<file path="src/rtl/fpu_addsub_seq_pkg.sv">
// Shared FP16 types and constants for the sequential add/subtract unit.
// Contents: fp16_t {sign, exp, frac}, format widths, canonical quiet NaN,
// maximum exponent code, FSM state enum and NaN/Inf classification helpers.
package fpu_addsub_seq_pkg;

   localparam int unsigned FP16_EXPW  = 5;
   localparam int unsigned FP16_FRACW = 10;
   localparam logic [15:0] FP16_QNAN  = 16'h7E00;
   localparam logic [4:0]  FP16_EXPMAX = 5'd31;

   typedef struct packed {
      logic                  sign;
      logic [FP16_EXPW-1:0]  exp;
      logic [FP16_FRACW-1:0] frac;
   } fp16_t;

   typedef enum logic [2:0] {
      StIdle,
      StSwap,
      StAlign,
      StAdd,
      StNorm,
      StDone
   } state_t;

   function automatic logic is_nan(fp16_t x);
      return (x.exp == FP16_EXPMAX) && (x.frac != '0);
   endfunction

   function automatic logic is_inf(fp16_t x);
      return (x.exp == FP16_EXPMAX) && (x.frac == '0);
   endfunction

endpackage

</file>
<file path="src/rtl/fpu_lzc12.sv">
// Combinational 12-bit leading-zero counter.
// Ports:
//   value  12-bit input word
//   count  number of zeros above the most significant set bit (12 when value is 0)
module fpu_lzc12 (
   input  logic [11:0] value,
   output logic [3:0]  count
);

   always_comb begin
      count = 4'd12;
      // Ascending scan: the highest set bit is the last one to write count.
      for (int i = 0; i < 12; i++) begin
         if (value[i]) begin
            count = 4'(11 - i);
         end
      end
   end

endmodule

</file>
<file path="src/rtl/fpu_addsub_seq.sv">
// Multi-cycle FP16 add/subtract sequencer, one transaction in flight.
// Stages: special/magnitude swap, binary-point alignment, mantissa add/sub,
// iterative normalization (up to NORM_STEP bits per cycle; legal 1, 2, 4).
// Round-toward-zero throughout; overflow saturates to signed infinity.
// Ports:
//   clock, reset_n        clock and asynchronous active-low reset
//   in_valid/in_ready     operand handshake; in_a, in_b, in_sub (1 = A-B)
//   out_valid/out_ready   result handshake; out_result, out_flags {invalid, overflow, zero}
module fpu_addsub_seq
   import fpu_addsub_seq_pkg::*;
#(
   parameter int unsigned NORM_STEP = 1
) (
   input  logic        clock,
   input  logic        reset_n,
   input  logic        in_valid,
   output logic        in_ready,
   input  fp16_t       in_a,
   input  fp16_t       in_b,
   input  logic        in_sub,
   output logic        out_valid,
   input  logic        out_ready,
   output fp16_t       out_result,
   output logic [2:0]  out_flags
);

   state_t      state;
   fp16_t       op_a;      // large operand once past SWAP
   fp16_t       op_b;      // small operand once past SWAP; sign already includes in_sub
   logic        res_sign;
   logic        eff_sub;
   logic [4:0]  exp_w;
   logic [10:0] mant_l;
   logic [10:0] mant_s;
   logic [11:0] sum;

   logic        nan_a, nan_b, inf_a, inf_b, b_larger;
   logic [4:0]  eff_exp_l, eff_exp_s, align_diff;
   logic [10:0] mant_s_aligned;
   logic [3:0]  lz;
   logic [4:0]  lead_zeros, exp_room, norm_shift;
   logic [5:0]  exp_inc;

   fpu_lzc12 u_lzc (
      .value (sum),
      .count (lz)
   );

   always_comb begin
      nan_a     = is_nan(op_a);
      nan_b     = is_nan(op_b);
      inf_a     = is_inf(op_a);
      inf_b     = is_inf(op_b);
      b_larger  = {op_b.exp, op_b.frac} > {op_a.exp, op_a.frac};
      // Denormals sit at exponent 1 with the hidden bit cleared.
      eff_exp_l = (op_a.exp == '0) ? 5'd1 : op_a.exp;
      eff_exp_s = (op_b.exp == '0) ? 5'd1 : op_b.exp;
      align_diff = eff_exp_l - eff_exp_s;
      mant_s_aligned = (align_diff >= 5'd11) ? 11'd0
                                             : ({op_b.exp != '0, op_b.frac} >> align_diff);
      // Zeros between the hidden-bit position (bit 10) and the leading one.
      lead_zeros = {1'b0, lz} - 5'd1;
      exp_room   = exp_w - 5'd1;
      norm_shift = 5'(NORM_STEP);
      if (lead_zeros < norm_shift) norm_shift = lead_zeros;
      if (exp_room < norm_shift)   norm_shift = exp_room;
      exp_inc = {1'b0, exp_w} + 6'd1;
   end

   always_ff @(posedge clock or negedge reset_n) begin
      if (!reset_n) begin
         state      <= StIdle;
         in_ready   <= 1'b1;
         out_valid  <= 1'b0;
         out_result <= '0;
         out_flags  <= '0;
         op_a       <= '0;
         op_b       <= '0;
         res_sign   <= 1'b0;
         eff_sub    <= 1'b0;
         exp_w      <= '0;
         mant_l     <= '0;
         mant_s     <= '0;
         sum        <= '0;
      end else begin
         unique case (state)
            StIdle: begin
               if (in_valid && in_ready) begin
                  op_a     <= in_a;
                  op_b     <= '{sign: in_b.sign ^ in_sub, exp: in_b.exp, frac: in_b.frac};
                  in_ready <= 1'b0;
                  state    <= StSwap;
               end
            end
            StSwap: begin
               if (nan_a || nan_b || (inf_a && inf_b && (op_a.sign ^ op_b.sign))) begin
                  out_result <= FP16_QNAN;
                  out_flags  <= 3'b100;
                  out_valid  <= 1'b1;
                  state      <= StDone;
               end else if (inf_a || inf_b) begin
                  out_result <= inf_a ? op_a : op_b;
                  out_flags  <= 3'b000;
                  out_valid  <= 1'b1;
                  state      <= StDone;
               end else begin
                  if (b_larger) begin
                     op_a <= op_b;
                     op_b <= op_a;
                  end
                  res_sign <= b_larger ? op_b.sign : op_a.sign;
                  eff_sub  <= op_a.sign ^ op_b.sign;
                  state    <= StAlign;
               end
            end
            StAlign: begin
               mant_l <= {op_a.exp != '0, op_a.frac};
               mant_s <= mant_s_aligned;
               exp_w  <= eff_exp_l;
               state  <= StAdd;
            end
            StAdd: begin
               // Operand ordering guarantees the subtraction cannot wrap.
               sum   <= eff_sub ? ({1'b0, mant_l} - {1'b0, mant_s})
                                : ({1'b0, mant_l} + {1'b0, mant_s});
               state <= StNorm;
            end
            StNorm: begin
               if (sum == '0) begin
                  out_result <= '0;
                  out_flags  <= 3'b001;
                  out_valid  <= 1'b1;
                  state      <= StDone;
               end else if (sum[11]) begin
                  // Carry out: shift right once; the result is normalized immediately.
                  if (exp_inc == {1'b0, FP16_EXPMAX}) begin
                     out_result <= {res_sign, FP16_EXPMAX, 10'd0};
                     out_flags  <= 3'b010;
                  end else begin
                     out_result <= {res_sign, exp_inc[4:0], sum[10:1]};
                     out_flags  <= 3'b000;
                  end
                  out_valid <= 1'b1;
                  state     <= StDone;
               end else if (sum[10] || (exp_w == 5'd1)) begin
                  out_result <= {res_sign, (sum[10] ? exp_w : 5'd0), sum[9:0]};
                  out_flags  <= 3'b000;
                  out_valid  <= 1'b1;
                  state      <= StDone;
               end else begin
                  sum   <= sum << norm_shift;
                  exp_w <= exp_w - norm_shift;
               end
            end
            StDone: begin
               if (out_ready) begin
                  out_valid <= 1'b0;
                  in_ready  <= 1'b1;
                  state     <= StIdle;
               end
            end
            default: begin
               state <= StIdle;
            end
         endcase
      end
   end

endmodule

</file>
<file path="config.mk">
export PLATFORM = sky130hd
export DESIGN_NAME = fpu_addsub_seq
export DESIGN_NICKNAME = d
export VERILOG_FILES = /design/src/rtl/fpu_addsub_seq_pkg.sv /design/src/rtl/fpu_lzc12.sv /design/src/rtl/fpu_addsub_seq.sv
export SDC_FILE = /design/constraint.sdc
export NUM_CORES = 1
export LEC_CHECK = 0
export CORE_UTILIZATION = 65
export CTS_CLUSTER_DIAMETER = 80
export CTS_CLUSTER_SIZE = 12
export DETAILED_ROUTE_END_ITERATION = 6
export GPL_TIMING_DRIVEN = 0
export PLACE_DENSITY = 0.88
export SKIP_LAST_GASP = 1
export SLEW_MARGIN = 30
export SYNTH_ARGS = -nofsm -noshare
export SYNTH_HDL_FRONTEND = slang
export SYNTH_SLANG_ARGS = --single-unit
</file>
<file path="constraint.sdc">
create_clock -name clock -period 5.6 [get_ports clock]
set_input_delay 0.56 -clock clock [delete_from_list [all_inputs] [get_ports clock]]
set_output_delay 0.56 -clock clock [all_outputs]
set_load 0.02 [all_outputs]
</file>
* After elaboration in Yosys (flattened, before gate mapping)
Index checks and enable logic that the tools add are counted.
** Cells by class
- Equality and inequality tests :: 19
- Bitwise gates (word level) :: 4
- Shift operators :: 2
- $add $sub $neg :: 7
- Multiplexer cells :: 71
- Reductions and logical operators :: 36
- Order comparisons :: 4
** Operators by type and width (count)
- $mux W16 :: 14
- $pmux W16 S2 :: 3
- $mux W12 :: 4
- $mux W3 :: 16
- $mux W5 :: 8
- $mux W4 :: 8
- $pmux W12 S2 :: 1
- $logic_not A10 Y1 :: 2
- $reduce_bool A10 Y1 :: 2
- $pmux W3 S6 :: 1
- $ne A2 B2 Y1 const B :: 8
- $gt A15 B15 Y1 :: 1
- $mux W15 :: 1
- $add A11 B11 Y12 :: 1
- $logic_not A12 Y1 :: 1
- $reduce_and A3 Y1 :: 4
- $reduce_and A4 Y1 :: 3
- $shl A12 B5 Y12 :: 1
- $sub A11 B11 Y12 :: 1
- $mux W11 :: 1
- $shr A11 B5 Y11 :: 1
- $eq A5 B5 Y1 const B :: 2
- $logic_not A5 Y1 :: 2
- $pmux W5 S2 :: 1
- other kinds (29) :: 56
** Storage, ports and cells
- Bits in registers :: 97
- Output and inout bits :: 21
- Input port bits :: 37

* Logic depth before layout (Yosys ltp)
Gate-level depths: netlist of the first run.
- Depth in word-level cells :: 22
- Gate-level depth with buffers :: 20
- Gate-level depth less buffers :: 17

* Cells and area by module
A second synthesis of the first run with hierarchy kept.
** Second synthesis, totals
- Cells, all modules :: 827
- Area, all modules :: 7174.4 µm²
** By module, submodules not included
- fpu_addsub_seq :: area each 7063.0 µm², cells an instance 806, instances 1, sequential area each 2428.6 µm²
- fpu_lzc12 :: area each 111.4 µm², cells an instance 21, instances 1, sequential area each 0.0 µm²

* Least setup slack after synthesis of the first run
No wires, ideal clock.
- Kind :: register -> register
- From :: reg exp_w[0]
- To :: reg exp_w[4]
- Slack :: 1764 ps
- Arrival time :: 3698 ps
- Stages on the path, launching flop included :: 17
- Path buffers :: 0
- Library setup time :: 138 ps
- Path through :: dfrtp_1 > inv_1 > ha_1 > xnor2_1 > inv_1 > ha_1 > a211oi_1 > o21a_1 > o21ai_4 > a21oi_1 > inv_1 > ha_1 > a21o_1 > a21oi_1 > xnor2_1 > o21bai_1 > o2bb2ai_1
** Between the ends
- Longest elaborated chain between the ends :: 8
- Elaborated cells on any way between the ends :: 12
- Classes of those cells :: add/sub: 2; order compare: 1; eq/ne: 2; mux: 5; reduce/logical: 2
** Ends and longest elaborated chain
- start: declaration :: RTL line fpu_addsub_seq.sv:32 : logic [4:0] exp_w;
- start signal: assignment :: RTL line fpu_addsub_seq.sv:119 : exp_w <= eff_exp_l;
- start signal: assignment :: RTL line fpu_addsub_seq.sv:152 : exp_w <= exp_w - norm_shift;
- $sub A5 B1 Y5 :: RTL line fpu_addsub_seq.sv:63 : exp_room = exp_w - 5'd1;
- $lt A5 B5 Y1 :: RTL line fpu_addsub_seq.sv:66 : if (exp_room < norm_shift) norm_shift = exp_room;
- $mux W5 :: RTL line fpu_addsub_seq.sv:66
- $sub A5 B5 Y5 :: RTL line fpu_addsub_seq.sv:152
- $mux W5 :: RTL line fpu_addsub_seq.sv:145 : end else if (sum[10] || (exp_w == 5'd1)) begin
- $mux W5 :: RTL line fpu_addsub_seq.sv:134 : end else if (sum[11]) begin
- $mux W5 :: RTL line fpu_addsub_seq.sv:129 : if (sum == '0) begin
- $pmux W5 S2 :: RTL line fpu_addsub_seq.sv:86 : unique case (state)
Parallel ways exist; a longest one is shown, timed or not. The select of a mux whose other input is x is not followed.
A chain may end at the register's enable or synchronous reset.

* Worst setup path after layout of the first run
Ends and elaborated chain as after synthesis.

==> results.md, run 1 <==
- The library cell used most frequently in the layout, excluding fill and tap cells, is sky130_fd_sc_hd__dfrtp_1.
- Once the floorplan was initialized, standard cells occupied roughly 66% of the core.
- For this run, the slowest stage of the critical path takes 600 ps.
- The signal on the critical path passes through inv_1 -> ha_1 -> nor3b_1 -> xor2_1 -> ha_1 -> o21ai_0 -> o21a_1 -> o21ai_4 -> a21oi_1 -> inv_1 -> ha_1 -> a21o_1 -> a21oi_1 -> xnor2_1 -> o21bai_1 -> o2bb2ai_1.
- The number of buffer cells added on primary ports is 57.
- STA puts the critical path data required time at a little under 6000 ps.
- The run finished with clean final reports.
- The slowest stage of the critical path belongs to the cell sky130_fd_sc_hd__xor2_1.
- The first detailed-routing pass ran for 5 iterations.
- The distinct cell type count after synthesis is between 80 and 90.
- The post-CTS resize count is 0.
- Leaving out fill and tap cells, the most frequent cells in the layout are sky130_fd_sc_hd__dfrtp_1, sky130_fd_sc_hd__nand2_1, sky130_fd_sc_hd__nor2_1.
- The level count of the clock H-tree is 3.
- Setup total negative slack on the finished layout was measured at 0 ps.
- The total routing resource utilization after global routing is 39.5%.
- The average instance in the mapped netlist occupies between 8 and 9 um^2.
- The core region is 11,400 um^2.
- The most common cell type on the critical path is sky130_fd_sc_hd__ha_1.
- The number of buffers and inverters on the critical path is 2.
- The die area is around 12,000 um^2.
- The clock passes through at most 2 buffers.
- During I/O placement, the number of pins put on the boundary was 58.
- Of the cells placed in the final design, the portion with a size suffix greater than 1 is 8.86%.
- The type of element capturing the critical path is a flop.
- The clock latency of the later-clocked register in the worst-skew pair is 350 ps.
- The final critical delay including setup and external delays is 4910 ps.
- The type of the setup path with the least slack is flop to flop.
- The count of flip-flops with a built-in enable after synthesis is 0.
- The family of cells with the greatest summed delay on the critical path is compound AO/OA/AOI/OAI gates.
- The number of remaining DRC errors is 0.
- The number of clock buffers added by TritonCTS is 9.
- At the pin with the least slew margin, the transition time is slightly below 800 ps.
- The worst-path maximum fanout is 9.
- The total area of sequential cells is 2430 um^2.
- TritonCTS built the clock tree.
- The number of global-route vias before repair was 6,788.
- In this run the worst hold path is classified as input port to async pin.
- For this run, the number of Yosys warnings is 0.
- The critical path data arrival time is 5110 ps.
- Clock tree synthesis found a total of 97 sinks.
- The number of buffers inserted by post-CTS setup repair is 0.
- Clock-pin slew was measured on the worst setup and hold paths at around 80 ps.
- The dominant synthesized flop cell is sky130_fd_sc_hd__dfrtp_1.
- The total count of max-transition violations in the final report is 0.
- The routed layout has 7,289 vias.
- Counting flops with an async set or reset pin after synthesis yields a share of between 90% and 100%.
- The antenna diode count is 0.
- The final layout contains routed wiring with a total length of around 23,000 um.
- Across the routed clock network, the largest skew measured is 12.3 ps.
- The congestion estimate from routability-driven global placement came to between 0.9 and 1.
- The cts-stage hold buffer count is 0.
- After detailed routing, the number of vias per cell comes to 6.75.
- The signed area change from the synthesized netlist to the final layout is 14.1%.
- The max capacitance violation total is 0.
- In this run, synthesis produced a sequential element count of 97.
- The largest net degree at the start of global routing is 71.
- The number of nets still failing antenna checks after routing is 0.
- For this run, the post-layout net count is 1,017.
- The count of final hold-check violations was 0.
- The share of the clock period used by the worst path after layout is 87.6%.
- Summing all multi-input logic gate instances after layout gives 4710 um^2.
- After floorplanning, the core was divided into 39 placement rows.
- The highest clock rate is 204 MHz.
- The setup-violating endpoint count in the final report is 0.
- Setup repair after global routing left no endpoint under its margin.
- The cell count after synthesis came out at 861.
- The total of fill cells in the finished design is 820.
- The total overflow reported by the global router is 0.
- The placed wire-length estimate after detailed placement is 17,200 um.
- The sequential element share of the synthesized area is 32.1%.
- The number of antenna violations at the first check in global routing is 0.
- CTS placed an instance of sky130_fd_sc_hd__clkbuf_16 at the clock tree root.
- Dividing the detail-routed wire length by the instance count gives around 21 um.
- The remaining max-slew budget at the tightest pin is 47.0%.
- For this block, the initial DRC count from the detailed router was about 800.
- The startpoint class of the critical path is a flop.
- The synthesized cell area is roughly 7600 um^2.
- The die width is 110 um.
- The wire length of the first global-routing pass is 35,800 um.
- The die span in y is 110 um.
[registers in the layout, summed over array words and instances (netlist names)]
| name | cells |
|---|---|
| eff_sub | 1 |
| exp_w | 5 |
| in_ready | 1 |
| mant_l | 11 |
| mant_s | 11 |
| op_a | 16 |
| op_b | 16 |
| out_flags | 3 |
| out_result | 16 |
| out_valid | 1 |
| res_sign | 1 |
| state | 3 |
| sum | 12 |
[worst register-to-register path, cell delays in order (launching register included)]
cell                        delay, ps
sky130_fd_sc_hd__dfrtp_1          490
sky130_fd_sc_hd__inv_1            260
sky130_fd_sc_hd__ha_1             220
sky130_fd_sc_hd__nor3b_1          260
sky130_fd_sc_hd__xor2_1           600
sky130_fd_sc_hd__ha_1             370
sky130_fd_sc_hd__o21ai_0          170
sky130_fd_sc_hd__o21a_1           340
sky130_fd_sc_hd__o21ai_4          140
sky130_fd_sc_hd__a21oi_1          450
sky130_fd_sc_hd__inv_1            290
sky130_fd_sc_hd__ha_1             380
sky130_fd_sc_hd__a21o_1           180
sky130_fd_sc_hd__a21oi_1          180
sky130_fd_sc_hd__xnor2_1          170
sky130_fd_sc_hd__o21bai_1          90
sky130_fd_sc_hd__o2bb2ai_1        140
[final cells by class]
type                       instances  share of cell area, %
clock buffer                       9                   2.61
timing repair buffer              58                   6.95
buffer                            52                   2.80
multi-input combinational        667                   54.7
tap                              143                   2.08
inverter                          48                   2.12
clock inverter                     6                  0.581
sequential                        97                   28.2
[final timing paths]
check,start,endpoint,slack (ps),depth (start not counted)
max,exp_w[0],exp_w[4],690,16
min,reset_n,out_result[1],70,1
max reg2reg,exp_w[0],exp_w[4],690,16
min reg2reg,out_flags[2],out_flags[2],490,2
max in group asynchronous,reset_n,in_ready,4870,2
min in group clock,out_flags[2],out_flags[2],490,2
[synthesized netlist by cell type, types with 13 or more instances]
cell type	number	area share (%)
sky130_fd_sc_hd__o22ai_1	17	1.4
sky130_fd_sc_hd__nand2_1	92	4.6
sky130_fd_sc_hd__ha_1	44	7.3
sky130_fd_sc_hd__clkbuf_1	33	1.6
sky130_fd_sc_hd__nor2_1	58	2.9
sky130_fd_sc_hd__nor4_1	13	1.1
sky130_fd_sc_hd__mux2_2	31	4.6
sky130_fd_sc_hd__a22o_1	15	1.7
sky130_fd_sc_hd__xnor2_1	20	2.3
sky130_fd_sc_hd__nor3_1	16	1.1
sky130_fd_sc_hd__nand3_1	15	0.99
sky130_fd_sc_hd__a21oi_1	56	3.7
sky130_fd_sc_hd__inv_1	45	2.2
sky130_fd_sc_hd__dfrtp_1	96	32
sky130_fd_sc_hd__o21ai_0	56	3.7
sky130_fd_sc_hd__mux2i_1	56	7.4
[stage by stage]
step / hold WS (ps) / std cells / cell area [um^2] / setup WS [ps] / util (%)
3_5_place_dp: 445 / 1065 / 8350 / 890 / 73.4
6_report: 67.4 / 1080 / 8620 / 694 / 75.8
3_3_place_gp: 468 / 1064 / 8320 / 383 / 73.1
2_1_floorplan: 264 / 864 / 7570 / 1760 / -
4_1_cts: 71.1 / 1080 / 8620 / 819 / 75.8
5_1_grt: 82.9 / 1080 / 8620 / 451 / 75.8
[kinds of logic after synthesis]
logic type                 share of synthesized area (%)
AOI/OAI and AO/OA                                   23.0
xor gates and xnor gates                            3.59
adders and majority gates                           8.08
buffers and inverters                               5.61
DFF                                                 32.1
muxes                                               12.0
other                                             0.0496
and+or+nand+nor                                     15.5
[per-layer routing]
| metal | wire, um | global-route usage [%] |
|---|---|---|
| met5 | 0 | 0 |
| met1 | 9410 | 53.2 |
| met3 | 2120 | 7.35 |
| met2 | 10400 | 61.9 |
| met4 | 896 | 17.2 |
Power of run 1 is not shown: default switching activity piles up to over one toggle a cycle in this logic, so the estimate is an artifact.
==> run 2, diff against run 1 <==
--- a/config.mk
+++ b/config.mk
@@ -5,7 +5,9 @@
 export SDC_FILE = /design/constraint.sdc
 export NUM_CORES = 1
 export LEC_CHECK = 0
-export CORE_UTILIZATION = 65
+export CELL_PAD_IN_SITES_DETAIL_PLACEMENT = 0
+export CELL_PAD_IN_SITES_GLOBAL_PLACEMENT = 1
+export CORE_UTILIZATION = 49
 export CTS_CLUSTER_DIAMETER = 80
 export CTS_CLUSTER_SIZE = 12
 export DETAILED_ROUTE_END_ITERATION = 6
@@ -15,4 +17,5 @@
 export SLEW_MARGIN = 30
 export SYNTH_ARGS = -nofsm -noshare
 export SYNTH_HDL_FRONTEND = slang
+export SYNTH_HIERARCHICAL = 1
 export SYNTH_SLANG_ARGS = --single-unit
==> results.md, run 2 <==
- The number of warnings reported in the yosys synthesis log is 6 (+6).
- The slowest stage of the critical path is the sky130_fd_sc_hd__clkbuf_1 cell.
- The clock latency of the later-clocked register in the worst-skew pair is 360 ps (about the same).
- The share of flip-flops with an asynchronous set or reset is 100% (unchanged).
- The synthesized-area fraction occupied by ao, oa, aoi and oai cells is 19.4% (-3.6 points).
- The first element of the critical path is exp_w[0].
- The die span in y is 123 um (+12%).
- The total of fill cells in the finished design came to 1,260 (+54%).
- The count of final hold-check violations is 0 (unchanged).
- The required time reported for the critical path endpoint is 5820 ps (about the same).
- The signal on the critical path passes through clkbuf_1 -> inv_1 -> ha_1 -> nor3b_1 -> xnor2_1 -> inv_1 -> ha_1 -> o21a_1 -> a21oi_4 -> o21a_1 -> and2_4 -> inv_2 -> buf_2 -> ha_1 -> a21o_1 -> a21oi_1 -> xnor2_1 -> a211oi_1 -> a21oi_1.
- The max capacitance violation total is 0 (unchanged).
- The fraction of synthesized cell area taken by the top area cell type is 33.5% (+1.7 points).
- The largest family of logic cells by synthesized area is compound AO/OA/AOI/OAI gates.
- The top-level port count is 58 (unchanged).
- The count of flip-flops with a built-in enable after synthesis is 0 (unchanged).
- The detailed-route via count came to 6,633 (-9.0%).
- The share of the clock period used by the worst path after layout is 76.3% (-11 points).
- The average vias per placed instance was 6.12 (-9.3%).
- The commonest non-fill, non-tap cell in the layout is sky130_fd_sc_hd__nand2_1.
- The average instance area after synthesis is 8.68 um^2 (-1.1%).
- The synthesized cell area came to 7170 um^2 (-5.1%).
- In the layout the commonest cells are sky130_fd_sc_hd__nand2_1, sky130_fd_sc_hd__dfrtp_1, sky130_fd_sc_hd__mux2i_1, sky130_fd_sc_hd__o21ai_0, sky130_fd_sc_hd__clkdlybuf4s50_1.
- The number of antenna violations at the first check in global routing came to 0 (unchanged).
- The final RePlAce weighted congestion is 0.912 (-5.3%).
- The most numerous cell type found on the critical path is sky130_fd_sc_hd__ha_1.
- The CTS tree is built.
- The wire length of the first global-routing pass is 34,100 um (-4.8%).
- The die width is 123 um (+12%).
- The starting density of the core is 50.9% (-16 points).
- The number of nets in the layout is 983 (-3.3%).
- The cell count after synthesis is 827 (-3.9%).
- The remaining max-slew budget at the tightest pin came to 48.8% (+1.8 points).
- The dominant synthesized flop cell is sky130_fd_sc_hd__dfrtp_1.
- The sequential element share of the synthesized area is 33.9% (+1.7 points).
- The die area came to 15,100 um^2 (+25%).
- The number of design-rule violations left by the first detailed-router iteration is 531 (-33%).
- The worst register-to-register path begins at exp_w[0].
- The run finished with clean final reports.
- The tightest min-delay check is of the input port to async pin type.
- In the synthesized netlist, the cells that appear most often are sky130_fd_sc_hd__nand2_1, sky130_fd_sc_hd__dfrtp_1, sky130_fd_sc_hd__mux2i_1, sky130_fd_sc_hd__o21ai_0, sky130_fd_sc_hd__nor2_1.
- The number of nets still failing antenna checks after routing is 0 (unchanged).
- The number of remaining DRC errors came to 0 (unchanged).
- The largest net degree at the start of global routing is 59 (-17%).
- The antenna diode count is 0 (unchanged).
- Setup repair after global routing left no endpoint under its margin.
- The slew at the pin with the worst max-slew slack is 762 ps (-32.2 ps).
- The startpoint class of the critical path is a flop.
- The critical path's largest stage delay came to 390 ps (-210 ps).
- The setup-violating endpoint count in the final report is 0 (unchanged).
- The level count of the clock H-tree came to 3 (unchanged).
- The final critical delay including setup and external delays is 4280 ps (-631 ps).
- The final clock skew was 11.4 ps (-0.872 ps).
- The simple-gate share of the synthesized area is 16.1% (+0.65 points).
- The area share of xor/xnor cells in the synthesized design is 3.78% (+0.19 points).
- The number of register bits inferred by synthesis is 97 (unchanged).
- The adder and majority gate portion of the synthesized area was 8.51% (+0.43 points).
- The setup TNS was 0 ps (unchanged).
- The critical path data arrival time came to 4490 ps (-620 ps).
- The routed length per instance came to 19.5 um (-8.0%).
- The type of element capturing the critical path is a flop.
- The number of core rows is 43 (+10%).
- The proportion of synthesized area in mux cells was 12.9% (+0.88 points).
- The highest clock rate came to 234 MHz (+15%).
- The total clock buffers created by CTS came to 9 (unchanged).
- The total routing resource utilization after global routing is 29.3% (-10 points).
- sky130_fd_sc_hd__nand2_1 is the most common cell in the netlist.
- In the post-synthesis netlist, the biggest area contributors are sky130_fd_sc_hd__dfrtp_1, sky130_fd_sc_hd__mux2i_1, sky130_fd_sc_hd__ha_1.
- The total count of max-transition violations in the final report was 0 (unchanged).
- The number of global-route vias before repair came to 6,505 (-4.2%).
- The floorplan core area came to 14,100 um^2 (+24%).
- The root buffer cell is sky130_fd_sc_hd__clkbuf_16.
- Relative to the synthesized area, the layout overhead comes to 15.6%.
- The post-CTS resize count came to 0 (unchanged).
- The largest buffer count on any clock path is 2 (unchanged).
- The biggest area contributor in the post-synthesis netlist is sky130_fd_sc_hd__dfrtp_1.
- The total overflow reported by the global router came to 0 (unchanged).
- The placed wire-length estimate after detailed placement is 16,400 um (-4.7%).
- The wire length after detailed routing is 21,100 um (-7.7%).
- The clock sink count is 97 (unchanged).
- The cts-stage hold buffer count is 0 (unchanged).
- The proportion of layout cells with a drive suffix above 1 came to 7.19% (-1.7 points).
- The clock-pin slew on the worst setup and hold paths is 70 ps (about the same).
- The distinct cell type count after synthesis was 67 (-20%).
- The number of detailed-routing iterations run before antenna repair is 5 (unchanged).
- The worst-path maximum fanout came to 10 (+1).
- The number of buffer cells added on primary ports is 57 (unchanged).
- The number of buffers inserted by post-CTS setup repair is 0 (unchanged).
- The largest registers in the layout are op_a x16, op_b x16, out_result x16.
- The worst setup path is of the flop to flop kind.
-- run 2: cell count changes in the layout (fill, tap and decap cells not counted), moves of 7 or more --
| cell | change |
|---|---|
| sky130_fd_sc_hd__nand2_1 | +17 |
| sky130_fd_sc_hd__mux2i_1 | +13 |
| sky130_fd_sc_hd__mux2_2 | -10 |
| sky130_fd_sc_hd__o211ai_1 | -8 |
| sky130_fd_sc_hd__inv_1 | +7 |
-- run 2: final timing paths --
path                       cells after the start  slack (ps)             to
max in group asynchronous                      2        4800       in_ready
max reg2reg                                   19        1320       exp_w[4]
min in group clock                             2         490       res_sign
min                                            1         110  out_result[8]
min reg2reg                                    2         490       res_sign
max                                           19        1320       exp_w[4]
-- run 2: through the flow --
stage	util (%)	cells	hold slack [ps]	setup slack [ps]	cell area, um^2
finish	58.8	1084	107	1320	8290
global route	58.8	1084	139	1000	8290
CTS	58.8	1084	122	1360	8290
detailed placement	56.9	1068	472	1370	8020
global placement	56.6	1067	466	318	7980
floorplan	-	830	264	1920	7190
-- run 2: critical path: cells and delay by family, from the launching register on --
kind	cells	cell delay [ps]
fa+ha+maj	3	910
simple gates	2	340
buf+inv	5	1020
compound gates	7	1100
flops	1	380
xor+xnor	2	380
-- run 2: cells by family after synthesis --
kind of cell,Yosys count
AO/OA/AOI/OAI,216
XOR/XNOR,31
adder cells (fa/ha/maj),47
buffers and inverters,94
flip-flops,97
multiplexers,90
other,1
AND/OR/NAND/NOR,251
-- run 2: layout make-up --
class,instances,area (um^2),area share [%]
inverter,54,203,2.44
clock buffer,10,229,2.76
sequential,97,2430,29.3
timing repair buffer,58,599,7.23
buffer,40,178,2.14
multi-input combinational,639,4380,52.8
tap,180,225,2.72
clock inverter,6,50.0,0.603
-- run 2: per-layer routing --
layer  global-route usage (%)  part of all wire [%]  up-vias
met2                     46.6                    46      240
li1                         -                     -     3099
met3                     3.51                   4.9       41
met1                     41.1                    46     3253
met5                        0                     0        -
met4                     10.8                   2.4        0
Power of run 2 is left out for the same reason.
